===== config.mk =====
export PLATFORM = sky130hd
export DESIGN_NAME = timer_compare_irq_flat
export DESIGN_NICKNAME = d
export VERILOG_FILES = /design/src/rtl/timer_compare_irq_if.sv /design/src/rtl/timer_compare_irq.sv /design/src/flat_wrapper.sv
export SDC_FILE = /design/constraint.sdc
export NUM_CORES = 1
export LEC_CHECK = 0
export BUFFER_PORTS_ARGS = -buffer_cell sky130_fd_sc_hd__clkbuf_2
export CORE_MARGIN = 10
export CORE_UTILIZATION = 45
export CTS_BUF_LIST = sky130_fd_sc_hd__clkbuf_2 sky130_fd_sc_hd__clkbuf_4 sky130_fd_sc_hd__clkbuf_8
export CTS_CLUSTER_DIAMETER = 200
export DETAILED_ROUTE_END_ITERATION = 16
export PLACE_DENSITY = 0.76
export SLEW_MARGIN = 20
export SYNTH_ARGS = -nofsm -noshare
export SYNTH_HDL_FRONTEND = slang
export SYNTH_SLANG_ARGS = --single-unit

===== constraint.sdc =====
create_clock -name clk -period 3.3 [get_ports clk]
set_input_delay 0.825 -clock clk [delete_from_list [all_inputs] [get_ports clk]]
set_output_delay 0.825 -clock clk [all_outputs]
set_load 0.01 [all_outputs]

===== src/rtl/timer_compare_irq_if.sv =====
// rtl/timer_compare_irq_if.sv - Avalon-MM register bus bundle for timer_compare_irq
// Signals: address[1:0], read, write, writedata[31:0] driven by the master;
//          readdata[31:0] driven by the slave (registered, one-cycle latency).
interface timer_compare_irq_if;
  logic [1:0]  address;
  logic        read;
  logic        write;
  logic [31:0] writedata;
  logic [31:0] readdata;

  modport master (
    output address, read, write, writedata,
    input  readdata
  );

  modport slave (
    input  address, read, write, writedata,
    output readdata
  );
endinterface


===== src/rtl/timer_compare_irq.sv =====
// rtl/timer_compare_irq.sv - compare-match interrupt block watching an external timer count
// Ports:
//   clk           - single clock, rising edge
//   reset         - asynchronous active-low reset
//   bus           - Avalon-MM slave: 0 CTRL, 1 COMPARE, 2 PERIOD, 3 STATUS
//   counter_value - live count from the upstream timer
//   irq           - level interrupt, STATUS.MATCH & CTRL.IE
module timer_compare_irq #(
  parameter int CNT_W = 32
) (
  input  logic               clk,
  input  logic               reset,
  timer_compare_irq_if.slave bus,
  input  logic [CNT_W-1:0]   counter_value,
  output logic               irq
);

  localparam logic [1:0] A_CTRL    = 2'd0;
  localparam logic [1:0] A_COMPARE = 2'd1;
  localparam logic [1:0] A_PERIOD  = 2'd2;
  localparam logic [1:0] A_STATUS  = 2'd3;

  typedef enum logic [1:0] {IDLE, ARMED, FIRED} state_t;

  state_t           state_q, state_d;
  logic             ie_q, ie_d;
  logic             periodic_q, periodic_d;
  logic [CNT_W-1:0] compare_q, compare_d;
  logic [CNT_W-1:0] period_q, period_d;
  logic             match_q, match_d;
  logic             overrun_q, overrun_d;
  logic [CNT_W-1:0] prev_cnt_q;
  logic [31:0]      readdata_q, readdata_d;

  logic             ctrl_wr, compare_wr, period_wr, status_wr;
  logic             hit, act_hit;
  logic [1:0]       clr;

  assign ctrl_wr    = bus.write && (bus.address == A_CTRL);
  assign compare_wr = bus.write && (bus.address == A_COMPARE);
  assign period_wr  = bus.write && (bus.address == A_PERIOD);
  assign status_wr  = bus.write && (bus.address == A_STATUS);
  assign clr        = status_wr ? bus.writedata[1:0] : 2'b00;

  // The count must have just moved onto COMPARE, so a parked counter never re-hits.
  assign hit = (counter_value == compare_q) && (counter_value != prev_cnt_q);

  // A disarming CTRL write wins over a coincident hit.
  assign act_hit = (state_q == ARMED) && hit && !(ctrl_wr && !bus.writedata[0]);

  always_comb begin
    state_d    = state_q;
    ie_d       = ie_q;
    periodic_d = periodic_q;
    compare_d  = compare_q;
    period_d   = period_q;
    match_d    = match_q & ~clr[0];
    overrun_d  = overrun_q & ~clr[1];
    readdata_d = readdata_q;

    if (act_hit) begin
      match_d = 1'b1;
      // Overrun records a hit landing on an unserviced match; the clear
      // half of a same-cycle write does not disturb it.
      overrun_d = match_q ? 1'b1 : overrun_q;
      if (!periodic_q) begin
        state_d = FIRED;
      end else if (!compare_wr) begin
        // Software's COMPARE write supersedes the periodic reload.
        compare_d = compare_q + period_q;
      end
    end

    if (ctrl_wr) begin
      ie_d       = bus.writedata[1];
      periodic_d = bus.writedata[2];
      state_d    = bus.writedata[0] ? ARMED : IDLE;
    end
    if (compare_wr) compare_d = CNT_W'(bus.writedata);
    if (period_wr)  period_d  = CNT_W'(bus.writedata);

    // Reads sample pre-write register values.
    if (bus.read) begin
      unique case (bus.address)
        A_CTRL:    readdata_d = {29'd0, periodic_q, ie_q, state_q == ARMED};
        A_COMPARE: readdata_d = 32'(compare_q);
        A_PERIOD:  readdata_d = 32'(period_q);
        A_STATUS:  readdata_d = {30'd0, overrun_q, match_q};
        default:   readdata_d = 32'd0;
      endcase
    end
  end

  always_ff @(posedge clk or negedge reset) begin
    if (!reset) begin
      state_q    <= IDLE;
      ie_q       <= 1'b0;
      periodic_q <= 1'b0;
      compare_q  <= '0;
      period_q   <= '0;
      match_q    <= 1'b0;
      overrun_q  <= 1'b0;
      prev_cnt_q <= '0;
      readdata_q <= 32'd0;
    end else begin
      state_q    <= state_d;
      ie_q       <= ie_d;
      periodic_q <= periodic_d;
      compare_q  <= compare_d;
      period_q   <= period_d;
      match_q    <= match_d;
      overrun_q  <= overrun_d;
      prev_cnt_q <= counter_value;
      readdata_q <= readdata_d;
    end
  end

  assign bus.readdata = readdata_q;
  assign irq          = match_q & ie_q;

endmodule


===== src/flat_wrapper.sv =====
// flat-port wrapper written by rule: the top's interface ports become plain ports
module timer_compare_irq_flat 
#(
  parameter int CNT_W = 32
)
  (clk, reset, counter_value, irq, bus_address, bus_read, bus_write, bus_writedata, bus_readdata);
  timer_compare_irq_if bus_i ();
  input  logic clk;
  input  logic reset;
  input  logic [CNT_W-1:0] counter_value;
  output logic irq;
  input wire logic [$bits(bus_i.address)-1:0] bus_address;
  input wire logic [$bits(bus_i.read)-1:0] bus_read;
  input wire logic [$bits(bus_i.write)-1:0] bus_write;
  input wire logic [$bits(bus_i.writedata)-1:0] bus_writedata;
  output wire logic [$bits(bus_i.readdata)-1:0] bus_readdata;
  assign bus_i.address = bus_address;
  assign bus_i.read = bus_read;
  assign bus_i.write = bus_write;
  assign bus_i.writedata = bus_writedata;
  assign bus_readdata = bus_i.readdata;
  timer_compare_irq #(.CNT_W(CNT_W)) u_core (.clk(clk), .reset(reset), .bus(bus_i), .counter_value(counter_value), .irq(irq));
endmodule

==> flow_summary.json <==
{
  "io_pins": 103,
  "synth_simple_gate_area_share_pct": 13.6,
  "start_util_pct": 46.0,
  "period_minus_slack_ns": 3.09,
  "grt_pass1_vias": 6559,
  "finalWeightedCongestion": 0.909,
  "crit_type": "reg2reg",
  "die_x_um": 150,
  "post_synth_mux_area_share_pct": 7.70,
  "synth-adder-area-share_pct": 5.33,
  "period_share_pct": 93.7,
  "syn-num-nets": 878,
  "finalNetCount": 981,
  "layout_common_cells": "134 x dfrtp_1, 101 x clkbuf_2, 67 x nor2_1",
  "cts.sinks": 134,
  "synth_cell_type_count": 62,
  "xor_xnor_cell_area_share_of_the_yosys_netlist_pct": 10.1,
  "detailedRoute.firstIterationViolations": 514,
  "htree_num_levels": 4,
  "number_of_max_slew_violations_in_the_final_report": 0,
  "irDropWorstVdd_mv": 0.297,
  "status": "finished, final reports clean",
  "setup_tns_after_final_layout_ns": 0,
  "multiInputGateArea_sq_um": 4160,
  "detailedRoute.firstPassIterationCount": 5,
  "ys_dominant_reg_cell": "dfrtp_1",
  "synth_sequential_area_ratio_pct": 43.8,
  "hold_viol_final": 0,
  "post_drt_wl_per_cell_um": 19.0,
  "critPathRequiredTime_ns": 3.71,
  "place.detailed.instances": 1078,
  "vias": 6441,
  "layoutNonFillerInstCount": 1113,
  "critical_path.endpoint_type": "flip-flop",
  "clock.fmax_mhz": 323,
  "hpwl_um": 15800,
  "main_combinational_cell_family_by_area_after_synthesis": "compound AO/OA/AOI/OAI gates",
  "worstPathArrival_ns": 3.50,
  "crit_fanout": 4,
  "power-per-cell-area_nw_per_um2": 615,
  "fraction_of_the_mapped_netlist_area_in_compound_gates_pct": 17.3,
  "async_reset_ff_share_pct": 100,
  "grt_antenna_before_repair": 0,
  "synthesis.yosys.warnings": 0,
  "clock_tree.root_cell": "clkbuf_8",
  "synth-seq-cells": 134,
  "clock-skew-final_ns": 0.0167,
  "clkTransAtPathRegs_ns": 0.08,
  "port_buffers": 102,
  "drcViolationCount": 0,
  "vias_per_cell": 5.79,
  "die_h_um": 150,
  "grt_start_max_net_pins": 62,
  "leading_cell_type_in_the_layout_fill_and_taps_excluded": "dfrtp_1",
  "ant_nets": 0,
  "cts_tree": "yes",
  "p_leak_uw": 0.00410,
  "areaGrowthSynthToFinish_pct": 17.2,
  "clk_latency_worst_skew_pair_ns": 0.47,
  "final_layout_size_suffix_gt1_share_pct": 22.8,
  "synth_area_sq_um": 7650,
  "maxCapViolCount": 0,
  "cts_buffer_depth": 2,
  "synth_enable_flop_cells": 0,
  "synthesis.area_per_instance_sq_um": 9.86,
  "syn-instance-count": 776,
  "dieArea_sq_um": 22600,
  "timing.slew.headroom_pct": 51.1,
  "floorplan.rows": 47,
  "grt.overflow.total": 0,
  "grt_setup_unrepaired": "no",
  "hold_path.class": "in2async",
  "num-fill-cells": 1496,
  "cts_buffers": 17,
  "grt_pass1_wl_um": 34200,
  "worst_setup_path_start_kind": "flip-flop",
  "totalPowerFinal_uw": 5520,
  "report.final.setup_viol": 0,
  "max_slew.worst_pin.slew_ns": 0.724,
  "area.sequential_sq_um": 3350,
  "fp.coreArea_sq_um": 16600,
  "grt_usage_pct": 19.1,
  "finalWirelength_um": 21100
}
## path summary, 6_finish.rpt
check	startpoint	endpoint	depth (start not counted)	slack (ns)
max	u_core.compare_q[0]	u_core.compare_q[24]	10	0.21
min reg2reg	u_core.overrun_q	u_core.overrun_q	2	0.50
max in group asynchronous	reset	u_core.prev_cnt_q[11]	2	2.16
min	reset	u_core.compare_q[27]	1	0.33
min in group clk	u_core.overrun_q	u_core.overrun_q	2	0.50
max reg2reg	u_core.compare_q[0]	u_core.compare_q[24]	10	0.21
## state kept, by name, summed over array words and instances (netlist names)
| signal | cells |
|---|---|
| u_core.period_q | 32 |
| u_core.overrun_q | 1 |
| u_core.bus.readdata | 32 |
| u_core.state_q | 2 |
| u_core.compare_q | 32 |
| u_core.ie_q | 1 |
| u_core.prev_cnt_q | 32 |
| u_core.periodic_q | 1 |
| u_core.match_q | 1 |
## metal layers
metal / vias to the layer above / part of all wire (%) / global-route usage (%)
li1: 3032 / - / -
met1: 3153 / 44 / 24.3
met2: 224 / 47 / 31.1
met3: 32 / 7.3 / 5.28
met4: 0 / 1.7 / 5.54
met5: - / 0 / 0
## cells by family after synthesis
group / count (synthesis)
AO/OA/AOI/OAI: 209
AND/OR/NAND/NOR: 217
adder cells (fa/ha/maj): 32
multiplexers: 53
XOR/XNOR: 88
flip-flops: 134
buffers and inverters: 43
## report_power, final
group          internal (uW)  leakage [uW]  switching [uW]
clock network           1000      0.000239             672
logic                    780       0.00226             972
registers               1860       0.00160             236
total                   3640       0.00410            1880
## metrics by stage
stage	utilization [%]	area, sq um	hold WS [ns]	setup slack (ns)
finish	53.9	8970	0.328	0.208
global route	53.9	8970	0.363	0.0628
CTS	53.7	8930	0.345	0.115
detailed placement	50.8	8450	0.494	0.139
global placement	50.8	8450	0.485	0.214
floorplan	-	7650	0.443	0.475
## critical path, cell delays in order, from the launching register on
cell       delay, ns
dfrtp_1         0.43
ha_1            0.25
fa_1            0.44
a211oi_1        0.26
o21ai_1         0.19
o2111ai_2       0.28
a311oi_2        0.18
o21ai_1         0.29
a31oi_1         0.14
or4_1           0.48
nand3_1         0.09
## final cells by class
type / count / share of cell area [%]
diodes: 1 / 0.0279
clock buffers: 19 / 2.85
clock inverters: 13 / 2.54
inverters: 10 / 0.432
multi-input cells: 599 / 46.4
flip-flops and latches: 134 / 37.4
well taps: 220 / 3.07
repair buffers: 117 / 7.30
## cells in the mapped netlist, drive strengths merged, types with 12 or more instances
| cell | n | area [sq um] |
|---|---|---|
| mux2i | 15 | 150 |
| nand2 | 58 | 220 |
| a31oi | 15 | 93.8 |
| nor2 | 68 | 255 |
| dfrtp | 134 | 3350 |
| xor2 | 38 | 333 |
| xnor2 | 50 | 438 |
| o21ai | 43 | 215 |
| a21oi | 61 | 305 |
| nor4 | 12 | 75.1 |
| a22oi | 29 | 218 |
| ha | 31 | 388 |
| nand3 | 14 | 75.1 |
| clkbuf | 26 | 97.6 |
| nand4 | 17 | 106 |
| a21o | 23 | 173 |
| mux2 | 37 | 417 |
## repair_timing
item,CTS,global route
endpoints found under the setup margin,0,3
buffers inserted,0,2
resized for setup,0,3
hold buffers,0,0
(Power assumes the default switching activity.)
